[src/rtl/keypad_pkg.sv]
// rtl/keypad_pkg.sv - shared types and constants for the 4x4 keypad scanner
// Scanner states, {row,col}-indexed key map and row priority helper.
package keypad_pkg;

  typedef enum logic [1:0] {
    ST_SCAN     = 2'd0,
    ST_DEBOUNCE = 2'd1,
    ST_HELD     = 2'd2,
    ST_RELEASE  = 2'd3
  } scan_state_e;

  localparam logic [3:0] KEY_STAR = 4'hE;
  localparam logic [3:0] KEY_HASH = 4'hF;

  // Element {row,col}; the last item of the concatenation is entry 0 (r0/c0 = '1').
  localparam logic [15:0][3:0] KEYMAP = {
    4'hD, KEY_HASH, 4'h0, KEY_STAR,
    4'hC, 4'h9,     4'h8, 4'h7,
    4'hB, 4'h6,     4'h5, 4'h4,
    4'hA, 4'h3,     4'h2, 4'h1
  };

  function automatic logic [1:0] lowest_low_row(input logic [3:0] rows);
    if (!rows[0])      return 2'd0;
    else if (!rows[1]) return 2'd1;
    else if (!rows[2]) return 2'd2;
    else               return 2'd3;
  endfunction

endpackage

[src/rtl/keypad_scan_tick_gen.sv]
// rtl/keypad_scan_tick_gen.sv - free-running divider producing a one-clk scan tick
// Tick is high for the single cycle in which the divider is about to wrap.
module scan_tick_gen #(
  parameter int SCAN_DIV = 17
) (
  input  logic clk,
  input  logic reset,
  output logic tick
);

  logic [SCAN_DIV-1:0] div_q;

  always_ff @(posedge clk or negedge reset) begin
    if (!reset) div_q <= '0;
    else        div_q <= div_q + {{(SCAN_DIV-1){1'b0}}, 1'b1};
  end

  assign tick = &div_q;

endmodule

[src/rtl/keypad_scan.sv]
// rtl/keypad_scan.sv - 4x4 matrix keypad scanner with press/release debounce
// Optional KEYPAD_BCD_ACCUM_EN adds a three-digit BCD entry accumulator.
module keypad_scan import keypad_pkg::*; #(
  parameter int SCAN_DIV       = 17,
  parameter int DEBOUNCE_SCANS = 4
) (
  input  logic       clk,
  input  logic       reset,
  input  logic       enable,
  input  logic [3:0] key_row,
  output logic [3:0] key_col,
  output logic [3:0] key_code,
  output logic       key_valid,
  output logic       key_held
`ifdef KEYPAD_BCD_ACCUM_EN
  ,
  output logic [3:0] bcd2,
  output logic [3:0] bcd1,
  output logic [3:0] bcd0
`endif
);

  localparam logic [4:0] DB_SCANS = 5'(DEBOUNCE_SCANS);

  logic        tick;
  logic [3:0]  row_s1_q, row_s2_q;
  scan_state_e state_q, state_d;
  logic [1:0]  col_idx_q, col_idx_d;
  logic [1:0]  row_q, row_d;
  logic [3:0]  cnt_q, cnt_d;
  logic [3:0]  code_q, code_d;
  logic        valid_q, valid_d;
  logic        pressed;
  logic [1:0]  low_row;
  logic [4:0]  cnt_inc;

  scan_tick_gen #(.SCAN_DIV(SCAN_DIV)) u_tick (
    .clk   (clk),
    .reset (reset),
    .tick  (tick)
  );

  always_ff @(posedge clk or negedge reset) begin
    if (!reset) begin
      row_s1_q  <= 4'hF;
      row_s2_q  <= 4'hF;
      state_q   <= ST_SCAN;
      col_idx_q <= 2'd0;
      row_q     <= 2'd0;
      cnt_q     <= 4'd0;
      code_q    <= 4'd0;
      valid_q   <= 1'b0;
    end else begin
      row_s1_q  <= key_row;
      row_s2_q  <= row_s1_q;
      state_q   <= state_d;
      col_idx_q <= col_idx_d;
      row_q     <= row_d;
      cnt_q     <= cnt_d;
      code_q    <= code_d;
      valid_q   <= valid_d;
    end
  end

  assign pressed = ~&row_s2_q;
  assign low_row = lowest_low_row(row_s2_q);
  assign cnt_inc = {1'b0, cnt_q} + 5'd1;

  always_comb begin
    state_d   = state_q;
    col_idx_d = col_idx_q;
    row_d     = row_q;
    cnt_d     = cnt_q;
    code_d    = code_q;
    valid_d   = 1'b0;
    if (!enable) begin
      state_d = ST_SCAN;
      cnt_d   = 4'd0;
    end else if (tick) begin
      case (state_q)
        ST_SCAN: begin
          if (pressed) begin
            row_d   = low_row;
            cnt_d   = 4'd1;
            state_d = ST_DEBOUNCE;
          end else begin
            col_idx_d = col_idx_q + 2'd1;
          end
        end
        ST_DEBOUNCE: begin
          if (pressed && low_row == row_q) begin
            if (cnt_inc >= DB_SCANS) begin
              code_d  = KEYMAP[{row_q, col_idx_q}];
              valid_d = 1'b1;
              cnt_d   = 4'd0;
              state_d = ST_HELD;
            end else begin
              cnt_d = cnt_inc[3:0];
            end
          end else begin
            state_d = ST_SCAN;
          end
        end
        ST_HELD: begin
          if (!pressed) begin
            cnt_d   = 4'd1;
            state_d = ST_RELEASE;
          end
        end
        ST_RELEASE: begin
          // Any row activity restarts the quiet count rather than re-accepting.
          if (pressed) begin
            cnt_d = 4'd0;
          end else if (cnt_inc >= DB_SCANS) begin
            cnt_d   = 4'd0;
            state_d = ST_SCAN;
          end else begin
            cnt_d = cnt_inc[3:0];
          end
        end
        default: state_d = ST_SCAN;
      endcase
    end
  end

  assign key_col   = enable ? ~(4'b0001 << col_idx_q) : 4'hF;
  assign key_code  = code_q;
  assign key_valid = valid_q;
  assign key_held  = enable & ((state_q == ST_HELD) | (state_q == ST_RELEASE));

`ifdef KEYPAD_BCD_ACCUM_EN
  logic [3:0] bcd2_q, bcd1_q, bcd0_q;

  always_ff @(posedge clk or negedge reset) begin
    if (!reset) begin
      bcd2_q <= 4'd0;
      bcd1_q <= 4'd0;
      bcd0_q <= 4'd0;
    end else if (valid_d) begin
      if (code_d <= 4'd9) begin
        bcd2_q <= bcd1_q;
        bcd1_q <= bcd0_q;
        bcd0_q <= code_d;
      end else if (code_d == KEY_STAR) begin
        bcd2_q <= 4'd0;
        bcd1_q <= 4'd0;
        bcd0_q <= 4'd0;
      end
    end
  end

  assign bcd2 = bcd2_q;
  assign bcd1 = bcd1_q;
  assign bcd0 = bcd0_q;
`endif

endmodule

[config.mk]
export PLATFORM = sky130hd
export DESIGN_NAME = keypad_scan
export DESIGN_NICKNAME = d
export VERILOG_FILES = /design/src/rtl/keypad_pkg.sv /design/src/rtl/keypad_scan_tick_gen.sv /design/src/rtl/keypad_scan.sv
export SDC_FILE = /design/constraint.sdc
export NUM_CORES = 1
export LEC_CHECK = 0
export ABC_AREA = 0
export CORE_ASPECT_RATIO = 0.7
export CORE_MARGIN = 2
export CORE_UTILIZATION = 50
export DETAILED_ROUTE_END_ITERATION = 16
export PLACE_DENSITY = 0.7
export SLEW_MARGIN = 0
export SYNTH_ARGS = -nofsm -noshare
export SYNTH_HDL_FRONTEND = slang
export SYNTH_SLANG_ARGS = --single-unit
[constraint.sdc]
create_clock -name clk -period 2.4 [get_ports clk]
set_input_delay 0.72 -clock clk [delete_from_list [all_inputs] [get_ports clk]]
set_output_delay 0.72 -clock clk [all_outputs]
set_load 0.02 [all_outputs]
==> Yosys cells after proc, flatten, opt, wreduce, memory -nomap -nowiden <==
Memories as Yosys holds them, arrays and structs flattened. A register that Yosys moved wholly into a read port is not among the register bits.
Cells that the tools add are included.
{ "word_totals": {"mem_bits_ro": 64, "output_inout_bits": 10, "reg_bits": 36, "memories": 1, "in_bits": 7, "wordCells": 66} }
{ "classes": {"reduce_logical": 11, "n_bitwise": 4, "shifts": 1, "n_eq_ne": 11, "n_addsub": 3, "n_lt_le_gt_ge": 1, "n_mux": 26} }
{ "memory_table": {"columns": ["memory", "words", "word_bits", "rd", "rd_ports_with_merged_regs", "wr", "line_no", "source"], "rows": [
  ["(name not given)", 16, 4, 1, 1, 0, "keypad_scan.sv:93", "code_d = KEYMAP[{row_q, col_idx_q}];"]
]} }
{ "ops": {"columns": ["operator", "count"], "rows": [
  ["$mux W4", 8],
  ["$reduce_and A23 Y1", 1],
  ["$reduce_and A21 Y1", 1],
  ["$mux W2", 10],
  ["$reduce_and A20 Y1", 1],
  ["$add A17 B1 Y17 const B", 1],
  ["$reduce_and A17 Y1", 1],
  ["$pmux W4 S4", 1],
  ["$ne A3 B3 Y1 const B", 5],
  ["$pmux W2 S4", 1],
  ["$reduce_and A4 Y1", 2],
  ["$mux W1", 6],
  ["$reduce_and A6 Y1", 1],
  ["$add A4 B1 Y5 const B", 1],
  ["$ge A5 B3 Y1 const B", 1],
  ["$eq A2 B2 Y1 const B", 2],
  ["$ne A4 B4 Y1 const B", 1],
  ["$not A4 Y4", 1],
  ["$shl A1 B2 Y4 const A", 1],
  ["$add A2 B1 Y2 const B", 1],
  ["$eq A2 B1 Y1 const B", 1],
  ["$eq A2 B2 Y1", 1],
  ["$logic_not A1 Y1", 2],
  ["$logic_not A2 Y1", 1],
  ["5 further kinds", 5]
]} }

==> Depth between registers and ports, before layout <==
Gate-level depths: netlist (run 1).
{ "depth": {"word_depth": 9, "mapped_depth": 9, "mapped_depth_nobuf": 9} }

==> Hierarchy <==
From an unflattened synthesis (run 1), not the netlist that was laid out.
{ "unflattened": {"cells_unflattened": 169, "hier_area_um2": 1944.4} }
{ "modules_own_cells": {"columns": ["module", "n_inst", "seq_area_each_um2", "cells_each", "area_each_um2"], "rows": [
  ["keypad_scan", 1, 585.6, 104, 1206.2],
  ["scan_tick_gen", 1, 425.4, 65, 738.2]
]} }

==> Worst setup path after synthesis (run 1) <==
OpenSTA, ideal clock, no wires.
{ "synth_path": {"path_kind": "register -> register", "from": "register u_tick.div_q[0]", "to": "register cnt_q[0]", "arrival_time_ps": 2093, "period_less_slack_ps": 2218, "slack_ps": 182, "stages_incl_launch_ff": 10, "t_required_ps": 2275, "path_buffers": 0, "setup_ps": 125, "cell_sequence": "dfrtp_1 -> ha_1 -> nand2_1 -> nor4_4 -> and2_2 -> ha_1 -> a21boi_0 -> o22ai_1 -> a41oi_2 -> mux2_2"} }
{ "synth_between": {"elab_chain_len": 3} }
{ "synth_lines": {"columns": ["element", "line_no", "source"], "rows": [
  ["from (decl)", "keypad_scan_tick_gen.sv:11", "logic [SCAN_DIV-1:0] div_q;"],
  ["from (signal assigned)", "keypad_scan_tick_gen.sv:15", "else div_q <= div_q + {{(SCAN_DIV-1){1'b0}}, 1'b1};"],
  ["$reduce_and A17 Y1", "keypad_scan_tick_gen.sv:18", "assign tick = &div_q;"],
  ["$ne A2 B1 Y1 (no line)", null, null],
  ["$reduce_and A4 Y1 (no line)", null, null],
  ["to (signal assigned)", "keypad_scan.sv:59", "cnt_q <= cnt_d;"],
  ["to (decl)", "keypad_scan.sv:30", "logic [3:0] cnt_q, cnt_d;"]
]} }
No other way between the ends.
A chain may end at the register's enable or synchronous reset.

==> Worst setup path after layout (run 1) <==
{ "layout_path": {"from": "register u_tick.div_q[5]", "to": "register cnt_q[1]"} }
Same word-level chain as after synthesis.

==> results.md, run 1 <==
* Maximum fanout along the worst path at 3
* Top cells by area, synth: dfrtp_1 39%, dfstp_2 10%, ha_1 6.1%, mux2_2 5.0%, xnor2_1 4.7%
* Crit path max-delay family: compound AO/OA/AOI/OAI gates
* Unrepaired setup endpoints after global routing: yes
* Static Leak at about 0.0012 uW
* Initial antenna violation count at 0
* Max Cap Viol at 0
* Setup Crit Path Kind: reg2reg
* Overall Global Routing Usage at approximately 19%
* Vias per cell at approximately 5.4
* Min-delay worst type: reg2reg
* Total Routed Length at about 3800 um
* CTS clk-pin slew, worst paths at around 80 ps
* YS warnings at 0
* Least-Margin Pin Slew at just under 500 ps
* Critical Path RT at about 2600 ps
* Starting Density at approximately 52%
* Register area at roughly 1000 sq um
* Pins over their slew limit at 0
* Routed WL per cell at roughly 14 um
* # rows at 19
* Grt total ovfl at 0
* Avg Cell Area, Syn at 11.46 sq um
* Top Ports at 17
* Failing checks: setup timing
* Post-cts hold buffer count at 0
* Grt met3 use at under 10%
* Area of the core at between 3000 and 4000 sq um
* Setup violations, final at 2
* Area Overhead vs Synth at 19.80%
* Met2 usage at between 20 and 30%
* Crit-path max cell delay at ~440 ps
* Antenna fix cells at 0
* Mapped Area at 2041 sq um
* Post-synth top area share at around two fifths
* Post-synthesis sequential area ratio at between 40 and 50%
* Fill count at between 300 and 400
* Detailed Route Iter0 Violations at approximately 100
* Sw Share at 23.59%
* Hold_ws at between 300 and 400 ps
* Post-Syn Instances at roughly 180
* Sw Pwr at 327.8 uW
* Clk buf depth at 2
* EDFF count, synth at 0
* Drt pass-1 iters at 4
* Clock sinks at 40
* Clk root buf: clkbuf_8
* Post-synth top area cell: dfrtp_1
* Share of cells above drive strength 1 at approximately 29%
* Crit. End Element: flip-flop
* Clock skew at approximately 7.1 ps
* Die Area at 4617 sq um
* Distinct cells, synth at just over 40
* Post-synthesis async set-or-reset flop share at between 90% and 100%
* Final worst slack at -6.313 ps
* Seq cells post-synth at 40
* Reg power frac at 52.2%
* Slew HR at between 60% and 70%
* CTS tree: done
* Vias in the first global route at roughly 1.4k
* Final critical-path share of the clock period at 100.3%
* Die extent in x at 80.36 um
* H-tree depth at 2
* Synth Flop Type: dfrtp_1
* Multi-input logic area at between 900 and 1000 sq um
* First-pass GRT wire length at roughly 6500 um
* Status: finished with violations
* Tot Pwr at between 1000 and 1500 uW
* Most used routing layer: met2
* Clock share of power at roughly two fifths
* Max stage delay cell, worst path: dfrtp_1
* Power per Cell Area at 568.3 nW/um^2
* Internal Pwr Total at ~1100 uW
* Port bufs at 16
* # DRC at 0
* Final Util at 62.33%
* Cell chain of the critical path: nand4_4 -> nor4_4 -> and2_2 -> ha_1 -> a21boi_0 -> o22ai_2 -> a41oi_2 -> mux2_2
* Hpwl dp at around 2800 um
* Gpl congestion at a little over 0.9
* Remaining antenna violation count at 0
* Largest net degree at the start of global routing at ~40
* Crit path DAT at roughly 2600 ps
* DR vias at approximately 1.4k
* VDD IR max at ~0.41 mV
* Combinational Power Share at under 10%
* Die Y-Extent at roughly 57 um
* Final Hold Fails at 0
* Clk_lat worst skew at 290 ps
* Layout Nets at 228
* Syn nets at roughly 200
* WP buf/inv at 0
* GR Layer Usage met1 at around a quarter
* Post-Place Setup Slack at -368.5 ps
* Worst Setup Start Kind: flip-flop
* Fmax at just over 0.4 GHz
* Min cycle time layout at between 2000 and 2500 ps
* Cts bufs inserted at 5
[registers in the layout (all words and copies together) (netlist names)]
signal / cells
cnt_q: 4
key_valid: 1
row_s2_q: 4
state_q: 2
key_code: 4
row_s1_q: 4
col_idx_q: 2
row_q: 2
u_tick.div_q: 17
[cell usage after synthesis (2+ instances only)]
cell / n
dfrtp_1: 32
nand2_1: 19
inv_1: 12
nor2_1: 11
xnor2_1: 11
ha_1: 10
mux2_2: 9
dfstp_2: 8
nand3_1: 8
o21ai_0: 8
mux2i_1: 5
a21oi_1: 4
xor2_1: 4
and3_1: 3
nand4_1: 3
and4_1: 2
and4b_1: 2
buf_6: 2
nand4_4: 2
nor4_4: 2
[power by group through the flow]
stage	sequential, uW	combinational [uW]	clock [uW]
6_report	726	104	560
3_5_place_dp	738	98.7	0
4_1_cts	725	100	575
3_3_place_gp	735	94.4	0
5_1_grt	729	117	612
2_1_floorplan	726	69.4	0
[layout make-up]
class / count / share of cell area [%]
Multi-Input combinational cell: 122 / 39.46
Sequential cell: 40 / 41.56
Clock buffer: 5 / 2.815
Tap cell: 52 / 2.661
Inverter: 12 / 1.842
Timing Repair Buffer: 30 / 9.775
Clock inverter: 3 / 1.894
[what timing repair did]
action	in CTS	in global routing
setup buffers	0	4
cloned	0	0
resized for setup	17	11
setup endpoints to repair	5	7
[layout by cell type, fill, tap and decap left out, types with 3 or more instances in the layout]
cell type / count
inv_1: 12
nor2_1: 11
a21oi_1: 4
mux2_2: 9
xor2_1: 4
clkbuf_8: 5
mux2i_1: 5
clkdlybuf4s50_1: 10
dfstp_2: 8
ha_1: 9
o21ai_0: 8
and3_1: 3
nand4_1: 3
nand2_1: 19
buf_2: 6
buf_4: 13
nand3_1: 8
dfrtp_1: 28
dfrtp_2: 4
xnor2_1: 11
[metrics by stage]
step | setup TNS [ps] | instances | cell area [sq um]
after global placement | -2679 | 252 | 2302
after global routing | -207.3 | 264 | 2445
after CTS | 0 | 260 | 2421
final | -9.336 | 264 | 2445
after detailed placement | -2934 | 252 | 2302
after floorplan | 0 | 178 | 2041
[layer usage]
metal	wire, um	vias to the layer above
met4	53	0
met2	1770	41
met3	180	7
li1	-	681
met5	0	-
met1	1802	699
[worst reg2reg max path: cells and delay by family (launching register included)]
kind / cells / cell delay (ps)
muxes: 1 / 370
adders and majority gates: 1 / 160
and+or+nand+nor: 3 / 620
DFF: 1 / 440
AOI/OAI and AO/OA: 3 / 710
[worst paths after layout]
| path | start | end | slack, ps | depth (start not counted) |
|---|---|---|---|---|
| min in group asynchronous | reset | u_tick.div_q[8]$_DFF_PN0_ | 470 | 2 |
| setup / recovery | u_tick.div_q[5]$_DFF_PN0_ | cnt_q[1]$_DFFE_PN0P_ | -6 | 8 |
| max in group asynchronous | reset | u_tick.div_q[2]$_DFF_PN0_ | 1570 | 2 |
| hold / removal | row_s1_q[3]$_DFF_PN1_ | row_s2_q[3]$_DFF_PN1_ | 360 | 0 |
| hold reg to reg | row_s1_q[3]$_DFF_PN1_ | row_s2_q[3]$_DFF_PN1_ | 360 | 0 |
| setup reg to reg | u_tick.div_q[5]$_DFF_PN0_ | cnt_q[1]$_DFFE_PN0P_ | -6 | 8 |
[cells by family after synthesis]
family                   count (synthesis)  share of synthesized area (%)
flip-flops                              40                          49.54
AO/OA/AOI/OAI                           22                          7.175
AND/OR/NAND/NOR                         60                          18.21
buffers and inverters                   16                          3.862
multiplexers                            15                          8.645
XOR/XNOR                                15                          6.437
adder cells (fa/ha/maj)                 10                          6.131
(Power assumes the default switching activity.)
==> run 2, diff against run 1 <==
clock period = 2.27 ns   (was 2.4 ns; I/O delays follow)
==> results.md, run 2 (synthesized netlist as in run 1, its figures left out) <==
* Status: finished, final reports clean
* Hold_ws at 356.0 ps
* Most common cell after layout, fill and taps aside: dfrtp_1
* Die Area at between 4000 and 5000 sq um
* Clock sinks at 40
* Die Y-Extent at between 50 and 60 um
* VDD IR max at between 0.4 and 0.5 mV
* Vias per cell at between 5 and 6
* Min-delay worst type: in2async
* Grt total ovfl at 0
* Hpwl dp at 2967 um
* Final Hold Fails at 0
* CTS clk-pin slew, worst paths at approximately 80 ps
* Sw Pwr at about 330 uW
* # rows at 19
* Largest net degree at the start of global routing at 22
* Initial antenna violation count at 0
* Tot Pwr at around 1600 uW
* Largest Register: u_tick.div_q
* CTS tree: done
* Maximum fanout along the worst path at 4
* Drt pass-1 iters at 4
* Met2 usage at between 30% and 40%
* Port bufs at 16
* Layout Nets at between 200 and 250
* Most frequent cells in the layout: 32 x dfrtp_1, 20 x buf_4, 19 x nand2_1
* First-pass GRT wire length at 6465 um
* Static Leak at approximately 0.0012 uW
* Clk_lat worst skew at 290 ps
* Clock share of power at ~43%
* Total Routed Length at a little under 4000 um
* Post-Place Setup Slack at -383.8 ps
* Setup Crit Path Kind: in2reg
* Worst Setup Start Kind: input pin
* Detailed Route Iter0 Violations at a little over 100
* GR Layer Usage met1 at 25.26%
* Combinational Power Share at roughly 7.6%
* Unrepaired setup endpoints after global routing: yes
* Least-Margin Pin Slew at 515.5 ps
* Vias in the first global route at 1,391
* Share of cells above drive strength 1 at between 20% and 30%
* Min cycle time layout at between 2000 and 2500 ps
* Critical Path RT at approximately 2500 ps
* Worst R2R Setup Slack at 80 ps
* Cts bufs inserted at 5
* Slew HR at 65.63%
* H-tree depth at 2
* Final worst slack at between 15 and 20 ps
* Final critical-path share of the clock period at approximately 99%
* DR vias at 1,420
* Crit path DAT at around 2500 ps
* Post-cts hold buffer count at 0
* Fill count at about 320
* # DRC at 0
* Max Cap Viol at 0
* Internal Pwr Total at 1237 uW
* Reg power frac at roughly 50%
* Remaining antenna violation count at 0
* Antenna fix cells at 0
* Top Ports at 17
* Overall Global Routing Usage at 18.62%
* Setup violations, final at 0
* Die extent in x at ~80 um
* Clk buf depth at 2
* Sw Share at between 20% and 30%
* Power per Cell Area at around 620 nW/um^2
* Fmax at around 0.44 GHz
* Largest register FFs at 17
* Area of the core at a little under 4000 sq um
* Routed WL per cell at around 15 um
* Grt met3 use at 5.696%
* Crit. End Element: flip-flop
* Final Util at between 60% and 70%
* Clk root buf: clkbuf_8
* Area Overhead vs Synth at 24.22%
* Pins over their slew limit at 0
* Clock skew at about 9.5 ps
* Gpl congestion at about 0.9
* Starting Density at 52.03%
* Most used routing layer: met2
[run 2: path summary, 6_finish.rpt]
| check | end | depth (start not counted) | start |
|---|---|---|---|
| min | u_tick.div_q[6]$_DFF_PN0_ | 1 | reset |
| max in group asynchronous | row_s2_q[0]$_DFF_PN1_ | 2 | reset |
| min in group clk | row_s2_q[3]$_DFF_PN1_ | 0 | row_s1_q[3]$_DFF_PN1_ |
| max | cnt_q[2]$_DFFE_PN0P_ | 9 | enable |
| min reg2reg | row_s2_q[3]$_DFF_PN1_ | 0 | row_s1_q[3]$_DFF_PN1_ |
| max reg2reg | cnt_q[0]$_DFFE_PN0P_ | 8 | u_tick.div_q[5]$_DFF_PN0_ |
[run 2: final cells by class]
class	count	area [sq um]	share of cell area, %
tap	52	65.06	2.567
clock inverter	2	60.06	2.369
multi-input combinational	122	974.7	38.45
clock buffer	6	72.57	2.863
sequential	40	1011	39.88
inverter	12	45.04	1.777
timing repair buffer	37	306.5	12.09
[run 2: stage by stage]
stage               std cells  area [sq um]  TNS, ps
floorplan                 178          2041        0
global placement          261          2382    -4135
detailed placement        261          2382    -4195
CTS                       269          2499        0
global route              271          2535   -200.7
finish                    271          2535        0
[run 2: worst max-delay path: stages]
cell and delay (ps):
clkdlybuf4s50_1 500, inv_1 60, buf_4 150, or3_1 400
o22ai_2 190, a41oi_2 100, buf_4 180, buf_4 130
nor2_1 90
[run 2: per-layer routing]
layer | vias to the layer above | share of wire [%]
met1 | 697 | 46
met5 | - | 0
met4 | 0 | 0.076
met2 | 26 | 49
li1 | 695 | -
met3 | 2 | 4.2
[run 2: timing repair]
item                       4_1_cts  5_1_grt
buffers inserted                 0        2
pin swaps                        0        0
resized for setup               22        6
setup endpoints to repair        6        5
[run 2: power groups by stage]
stage	registers [uW]	clock network (uW)	logic, uW
after CTS	766	693	113
after global placement	777	0	106
after global routing	770	740	132
after detailed placement	779	0	111
final	766	680	119
after floorplan	768	0	73.4
